**config.mk**
```make
export PLATFORM = sky130hd
export DESIGN_NAME = imem_arbiter_flat
export DESIGN_NICKNAME = d
export VERILOG_FILES = /design/src/rtl/imem_arbiter_if.sv /design/src/rtl/imem_arbiter.sv /design/src/flat_wrapper.sv
export SDC_FILE = /design/constraint.sdc
export NUM_CORES = 1
export LEC_CHECK = 0
export CORE_ASPECT_RATIO = 0.6
export CORE_MARGIN = 2
export CORE_UTILIZATION = 37
export CTS_CLUSTER_DIAMETER = 50
export DETAILED_ROUTE_END_ITERATION = 6
export PLACE_DENSITY = 0.95
export SKIP_CTS_REPAIR_TIMING = 1
export SYNTH_ARGS = -nofsm -noshare
export SYNTH_HDL_FRONTEND = slang
export SYNTH_SLANG_ARGS = --single-unit
```
**constraint.sdc**
```tcl
create_clock -name clock -period 3.4 [get_ports clock]
set_input_delay 0.34 -clock clock [delete_from_list [all_inputs] [get_ports clock]]
set_output_delay 0.34 -clock clock [all_outputs]
set_load 0.02 [all_outputs]
```
**src/rtl/imem_arbiter_if.sv**
```systemverilog
// imem_arbiter_if: request/response/memory bundle for the instruction memory
// arbiter.
//   slave  : the arbiter side. It takes requests and mem_data_out, and drives
//            the readies, the responses and the memory address/data/write.
//   master : the requester/memory side (fetch unit, debug bridge, imemory).
interface imem_arbiter_if;
    logic        fetch_req_valid;
    logic        fetch_req_ready;
    logic [31:0] fetch_req_addr;
    logic        fetch_rsp_valid;
    logic [31:0] fetch_rsp_data;
    logic        fetch_rsp_err;

    logic        dbg_req_valid;
    logic        dbg_req_ready;
    logic        dbg_req_write;
    logic [31:0] dbg_req_addr;
    logic [31:0] dbg_req_wdata;
    logic        dbg_rsp_valid;
    logic [31:0] dbg_rsp_data;
    logic        dbg_rsp_err;

    logic [31:0] mem_address;
    logic [31:0] mem_data_in;
    logic        mem_read_write;
    logic [31:0] mem_data_out;

    modport slave (
        input  fetch_req_valid, fetch_req_addr,
        input  dbg_req_valid, dbg_req_write, dbg_req_addr, dbg_req_wdata,
        input  mem_data_out,
        output fetch_req_ready, fetch_rsp_valid, fetch_rsp_data, fetch_rsp_err,
        output dbg_req_ready, dbg_rsp_valid, dbg_rsp_data, dbg_rsp_err,
        output mem_address, mem_data_in, mem_read_write
    );

    modport master (
        output fetch_req_valid, fetch_req_addr,
        output dbg_req_valid, dbg_req_write, dbg_req_addr, dbg_req_wdata,
        output mem_data_out,
        input  fetch_req_ready, fetch_rsp_valid, fetch_rsp_data, fetch_rsp_err,
        input  dbg_req_ready, dbg_rsp_valid, dbg_rsp_data, dbg_rsp_err,
        input  mem_address, mem_data_in, mem_read_write
    );
endinterface

```
**src/rtl/imem_arbiter.sv**
```systemverilog
// imem_arbiter: single-port instruction memory access controller shared by the
// CPU fetch stage and the debug/program-load port.
//   clock, reset_n : rising-edge clock, asynchronous active-low reset
//   bus (slave)    : fetch and debug request/response channels, plus the
//                    combinational memory drive (address, write data, write
//                    enable) and the memory read data
// Debug has priority. Fetch is forced after MAX_DEBUG_RUN back-to-back debug
// grants while it waits. Responses are registered and arrive one cycle after
// the grant.
// Optional macro IMEM_ARB_RANGE_CHECK_EN flags misaligned or out-of-window
// addresses as errors. An errored request gets no memory write and returns
// data 0.
module imem_arbiter #(
    parameter logic [31:0] START_ADDR    = 32'h0100_0000,
    parameter int          MEM_DEPTH     = 65536,
    parameter int          MAX_DEBUG_RUN = 4
) (
    input  logic            clock,
    input  logic            reset_n,
    imem_arbiter_if.slave   bus
);
    if (MAX_DEBUG_RUN < 1 || MAX_DEBUG_RUN > 15) begin : g_bad_run
        $error("imem_arbiter: MAX_DEBUG_RUN must be 1..15");
    end
    if (MEM_DEPTH < 8 || (MEM_DEPTH & (MEM_DEPTH - 1)) != 0) begin : g_bad_depth
        $error("imem_arbiter: MEM_DEPTH must be a power of two >= 8");
    end
    if (START_ADDR[1:0] != 2'b00) begin : g_bad_base
        $error("imem_arbiter: START_ADDR must be word aligned");
    end

    typedef enum logic { DBG_PRI, FETCH_FORCE } state_t;

    localparam logic [3:0] RUN_LAST = 4'(MAX_DEBUG_RUN - 1);

    state_t      state;
    logic [3:0]  run_cnt;
    logic        fetch_gnt, dbg_gnt;
    logic        fetch_err, dbg_err;

    logic        fetch_rsp_valid, dbg_rsp_valid;
    logic        fetch_rsp_err, dbg_rsp_err;
    logic [31:0] fetch_rsp_data, dbg_rsp_data;

`ifdef IMEM_ARB_RANGE_CHECK_EN
    // 33-bit compare so a window touching the top of the address space does
    // not wrap.
    localparam logic [32:0] WIN_LO = {1'b0, START_ADDR};
    localparam logic [32:0] WIN_HI = WIN_LO + 33'(MEM_DEPTH);

    function automatic logic addr_bad(input logic [31:0] a);
        return ({1'b0, a} < WIN_LO) || ({1'b0, a} >= WIN_HI) || (a[1:0] != 2'b00);
    endfunction

    assign fetch_err = addr_bad(bus.fetch_req_addr);
    assign dbg_err   = addr_bad(bus.dbg_req_addr);
`else
    assign fetch_err = 1'b0;
    assign dbg_err   = 1'b0;
`endif

    // Grant for the current cycle. Gating by reset_n keeps the readies and the
    // memory write enable at their reset values while reset is asserted.
    always_comb begin
        fetch_gnt = 1'b0;
        dbg_gnt   = 1'b0;
        if (reset_n) begin
            if (state == DBG_PRI) begin
                if (bus.dbg_req_valid)        dbg_gnt   = 1'b1;
                else if (bus.fetch_req_valid) fetch_gnt = 1'b1;
            end else begin
                fetch_gnt = bus.fetch_req_valid;
            end
        end
    end

    assign bus.fetch_req_ready = fetch_gnt;
    assign bus.dbg_req_ready   = dbg_gnt;

    // When idle the fetch address is presented, so the bus is never left
    // floating.
    assign bus.mem_address    = dbg_gnt ? bus.dbg_req_addr : bus.fetch_req_addr;
    assign bus.mem_data_in    = dbg_gnt ? bus.dbg_req_wdata : 32'h0;
    assign bus.mem_read_write = dbg_gnt & bus.dbg_req_write & ~dbg_err;

    always_ff @(posedge clock or negedge reset_n) begin
        if (!reset_n) begin
            state           <= DBG_PRI;
            run_cnt         <= 4'd0;
            fetch_rsp_valid <= 1'b0;
            fetch_rsp_err   <= 1'b0;
            fetch_rsp_data  <= 32'h0;
            dbg_rsp_valid   <= 1'b0;
            dbg_rsp_err     <= 1'b0;
            dbg_rsp_data    <= 32'h0;
        end else begin
            fetch_rsp_valid <= fetch_gnt;
            fetch_rsp_err   <= fetch_gnt & fetch_err;
            dbg_rsp_valid   <= dbg_gnt;
            dbg_rsp_err     <= dbg_gnt & dbg_err;
            if (fetch_gnt)
                fetch_rsp_data <= fetch_err ? 32'h0 : bus.mem_data_out;
            if (dbg_gnt)
                dbg_rsp_data <= (dbg_err || bus.dbg_req_write) ? 32'h0 : bus.mem_data_out;

            case (state)
                DBG_PRI: begin
                    // The run length is counted only while fetch is waiting.
                    // A fetch grant or an idle fetch starts the count over.
                    if (dbg_gnt && bus.fetch_req_valid) begin
                        run_cnt <= run_cnt + 4'd1;
                        if (run_cnt == RUN_LAST) state <= FETCH_FORCE;
                    end else begin
                        run_cnt <= 4'd0;
                    end
                end
                FETCH_FORCE: begin
                    state   <= DBG_PRI;
                    run_cnt <= 4'd0;
                end
                default: begin
                    state   <= DBG_PRI;
                    run_cnt <= 4'd0;
                end
            endcase
        end
    end

    assign bus.fetch_rsp_valid = fetch_rsp_valid;
    assign bus.fetch_rsp_err   = fetch_rsp_err;
    assign bus.fetch_rsp_data  = fetch_rsp_data;
    assign bus.dbg_rsp_valid   = dbg_rsp_valid;
    assign bus.dbg_rsp_err     = dbg_rsp_err;
    assign bus.dbg_rsp_data    = dbg_rsp_data;
endmodule

```
**src/flat_wrapper.sv**
```systemverilog
// flat-port wrapper written by rule: the top's interface ports become plain ports
module imem_arbiter_flat 
#(
    parameter logic [31:0] START_ADDR    = 32'h0100_0000,
    parameter int          MEM_DEPTH     = 65536,
    parameter int          MAX_DEBUG_RUN = 4
)
  (clock, reset_n, bus_fetch_req_valid, bus_fetch_req_addr, bus_dbg_req_valid, bus_dbg_req_write, bus_dbg_req_addr, bus_dbg_req_wdata, bus_mem_data_out, bus_fetch_req_ready, bus_fetch_rsp_valid, bus_fetch_rsp_data, bus_fetch_rsp_err, bus_dbg_req_ready, bus_dbg_rsp_valid, bus_dbg_rsp_data, bus_dbg_rsp_err, bus_mem_address, bus_mem_data_in, bus_mem_read_write);
  imem_arbiter_if bus_i ();
  input  logic clock;
  input  logic reset_n;
  input wire logic [$bits(bus_i.fetch_req_valid)-1:0] bus_fetch_req_valid;
  input wire logic [$bits(bus_i.fetch_req_addr)-1:0] bus_fetch_req_addr;
  input wire logic [$bits(bus_i.dbg_req_valid)-1:0] bus_dbg_req_valid;
  input wire logic [$bits(bus_i.dbg_req_write)-1:0] bus_dbg_req_write;
  input wire logic [$bits(bus_i.dbg_req_addr)-1:0] bus_dbg_req_addr;
  input wire logic [$bits(bus_i.dbg_req_wdata)-1:0] bus_dbg_req_wdata;
  input wire logic [$bits(bus_i.mem_data_out)-1:0] bus_mem_data_out;
  output wire logic [$bits(bus_i.fetch_req_ready)-1:0] bus_fetch_req_ready;
  output wire logic [$bits(bus_i.fetch_rsp_valid)-1:0] bus_fetch_rsp_valid;
  output wire logic [$bits(bus_i.fetch_rsp_data)-1:0] bus_fetch_rsp_data;
  output wire logic [$bits(bus_i.fetch_rsp_err)-1:0] bus_fetch_rsp_err;
  output wire logic [$bits(bus_i.dbg_req_ready)-1:0] bus_dbg_req_ready;
  output wire logic [$bits(bus_i.dbg_rsp_valid)-1:0] bus_dbg_rsp_valid;
  output wire logic [$bits(bus_i.dbg_rsp_data)-1:0] bus_dbg_rsp_data;
  output wire logic [$bits(bus_i.dbg_rsp_err)-1:0] bus_dbg_rsp_err;
  output wire logic [$bits(bus_i.mem_address)-1:0] bus_mem_address;
  output wire logic [$bits(bus_i.mem_data_in)-1:0] bus_mem_data_in;
  output wire logic [$bits(bus_i.mem_read_write)-1:0] bus_mem_read_write;
  assign bus_i.fetch_req_valid = bus_fetch_req_valid;
  assign bus_i.fetch_req_addr = bus_fetch_req_addr;
  assign bus_i.dbg_req_valid = bus_dbg_req_valid;
  assign bus_i.dbg_req_write = bus_dbg_req_write;
  assign bus_i.dbg_req_addr = bus_dbg_req_addr;
  assign bus_i.dbg_req_wdata = bus_dbg_req_wdata;
  assign bus_i.mem_data_out = bus_mem_data_out;
  assign bus_fetch_req_ready = bus_i.fetch_req_ready;
  assign bus_fetch_rsp_valid = bus_i.fetch_rsp_valid;
  assign bus_fetch_rsp_data = bus_i.fetch_rsp_data;
  assign bus_fetch_rsp_err = bus_i.fetch_rsp_err;
  assign bus_dbg_req_ready = bus_i.dbg_req_ready;
  assign bus_dbg_rsp_valid = bus_i.dbg_rsp_valid;
  assign bus_dbg_rsp_data = bus_i.dbg_rsp_data;
  assign bus_dbg_rsp_err = bus_i.dbg_rsp_err;
  assign bus_mem_address = bus_i.mem_address;
  assign bus_mem_data_in = bus_i.mem_data_in;
  assign bus_mem_read_write = bus_i.mem_read_write;
  imem_arbiter #(.START_ADDR(START_ADDR), .MEM_DEPTH(MEM_DEPTH), .MAX_DEBUG_RUN(MAX_DEBUG_RUN)) u_core (.clock(clock), .reset_n(reset_n), .bus(bus_i));
endmodule
```
==> impl_metrics.yaml <==
critical_path:
  critPathArrivalTime_ps: 2900
  setup.worst_path.end: "bus_mem_address[16]"
  crit_required_ps: 3060
  criticalPathCategory: "in -> out"
  ff2ff_path_depth: 4
  startpoint: "reset_n"
  r2r-end: "u_core.bus.dbg_rsp_data[18]"
  r2r-start: "u_core.state"
  cp-end-kind: "output pin"
  start_kind: "primary input"
  crit_fanout: 53
  reg2reg_slack_ps: 1630
detailed_routing:
  first_pass_iters: 4
  routed_wl_microns: 12000
  drtIter0Drc: 74
  drc: 0
  antenna_left: 0
  wire_per_inst_microns: 17.1
  wl_met2_microns: 6100
  wl_met3_microns: 871
  top_layer: "met4"
  vias: 3230
  met1_length_microns: 4880
  vias_per_cell: 4.62
sta:
  setup_viol: 0
  rsz0062_at_grt: "no"
  setup_tns_ps: 0
  relSlewSlack: 0.545
  hold_slack_ps: 476
  setup_slack_ps: 162
  slew_viol_final: 0
  fin_crit_ps: 3240
  fmax_mhz: 309
  hold_viol: 0
  max_slew.worst_pin.slew_ps: 683
  finalCritPeriodShare: 0.952
  skew_ps: 3.22
logic_synthesis:
  netlist.area_leader.share: 0.509
  synth_top_area_cell: "dfrtp_1"
  synth-seq-area-share: 0.509
  synth.area.top_cells: "dfrtp_1 51%, mux2_2 19%, and3_1 5.9%, nand2b_1 5.7%, o21ai_0 4.6%"
  synth_seq_cells: 71
  ys_types: 22
  avgSynthCellArea_sq_um: 11.4
  postSynthCellCount: 307
  synth_warnings: 0
  syn-cell-area_sq_um: 3490
cells_and_area:
  num-nets-final: 699
  final_cell_area_sq_um: 6510
  layout_commonest_cell: "clkdlybuf4s50_1"
  syn2layout_area_growth_pct: 86.3
  drive_above_1_share: 0.155
  layout_common_cells: "264 x clkdlybuf4s50_1, 71 x dfrtp_1, 60 x mux2_2"
pwr:
  power.internal_uw: 2110
  p_switching_uw: 806
  seqPwrFrac: 0.350
  p_clk_frac: 0.327
  vdd_drop_max_mv: 0.328
  p_total_uw: 2910
  power.density_nw_per_um2: 448
  p_sw_frac: 0.277
  p_comb_frac: 0.323
  power.leakage_uw: 0.00279
cts:
  cts_tree: "yes"
  h-tree-depth: 3
  clk_pin_slew_worst_paths_ps: 50
  cts_buffer_depth: 2
  cts_buffers: 9
  cts.sinks: 71
  cts_root_buffer: "clkbuf_16"
  clock_latency_ps: 320
run_status:
  run_status: "completed"
placement:
  dpl_worst_slack_ps: 567
  placed_area_sq_um: 6190
  gp_congestion: 0.757
  portBuffers: 265
  hpwl_microns: 9380
die:
  die_h_microns: 79.3
  std_cell_rows: 27
  coreArea_sq_um: 9190
  io_pins: 268
  dieArea_sq_um: 10300
  die_x_microns: 129
  initial_core_util: 0.380
global_routing:
  grt_pass1_wl_microns: 17900
  grt_max_degree: 54
  grt_usage: 0.227
  grt_pass1_vias: 3428
  overflow: 0
  antenna_found_initial: 1
min_path:
  hp-class: "in -> async"
flow_run:
  cap_violations: 0
==> flip-flops by register name (all words and copies together), names as in the netlist <==
| register | count |
|---|---|
| u_core.run_cnt | 4 |
| u_core.bus.fetch_rsp_valid | 1 |
| u_core.bus.dbg_rsp_data | 32 |
| u_core.bus.fetch_rsp_data | 32 |
| u_core.state | 1 |
| u_core.bus.dbg_rsp_valid | 1 |
==> final cells by class <==
type | count | area, sq um
timing repair buffer | 272 | 2710
sequential | 71 | 1780
fill | 667 | 2680
inverter | 2 | 7.51
multi-input combinational | 209 | 1550
antenna | 1 | 2.50
tap | 130 | 163
clock buffer | 9 | 225
clock inverter | 5 | 75.1
==> synth_stat cells (all sizes together) <==
library cell,number
and3,33
nor2,5
xnor2,1
o21ai,32
nand2b,32
buf,14
nor4b,1
dfrtp,71
mux2,64
xor2,1
nand3,2
clkbuf,12
ha,1
nand3b,1
nand2,33
conb,1
nor2b,1
inv,2
==> power groups by stage <==
stage	registers, uW	clock network, uW	logic [uW]
after floorplan	1170	0	263
after global placement	1020	0	925
after detailed placement	1030	0	944
final	1020	953	941
after global routing	1030	1010	990
after CTS	1020	969	948
==> kinds of logic after synthesis <==
group	after synthesis	share of synthesized area
AOI/OAI and AO/OA	32	0.0459
xor gates and xnor gates	2	0.00502
adders and majority gates	1	0.00358
buffers and inverters	28	0.0505
DFF	71	0.509
muxes	64	0.211
other	1	0.00107
and+or+nand+nor	108	0.174
==> through the flow <==
step,cells,util
4_1_cts,697,0.707
2_1_floorplan,308,-
5_1_grt,699,0.708
3_5_place_dp,683,0.674
3_3_place_gp,683,0.674
6_report,699,0.708
==> how the worst min path moves through the flow <==
stage	end	slack, ps	cells past startpoint
floorplan	u_core.bus.dbg_rsp_data[0]	40	0
global placement	u_core.bus.fetch_rsp_valid	280	1
detailed placement	u_core.bus.fetch_rsp_valid	280	1
CTS	u_core.bus.fetch_rsp_valid	-60	1
global route	u_core.state	480	1
finish	u_core.bus.fetch_rsp_valid	480	2
==> metal layers <==
layer  up-vias  global-route usage
li1       1554                   -
met1      1555               0.264
met2       109               0.406
met3        12              0.0809
met4         0              0.0516
met5         -                   0
==> critical path: stages <==
cell	delay, ps
dlygate4sd3_1	530
buf_4	350
nand3b_4	560
mux2_2	500
clkdlybuf4s50_1	570
Power figures use the tool's default switching activity.
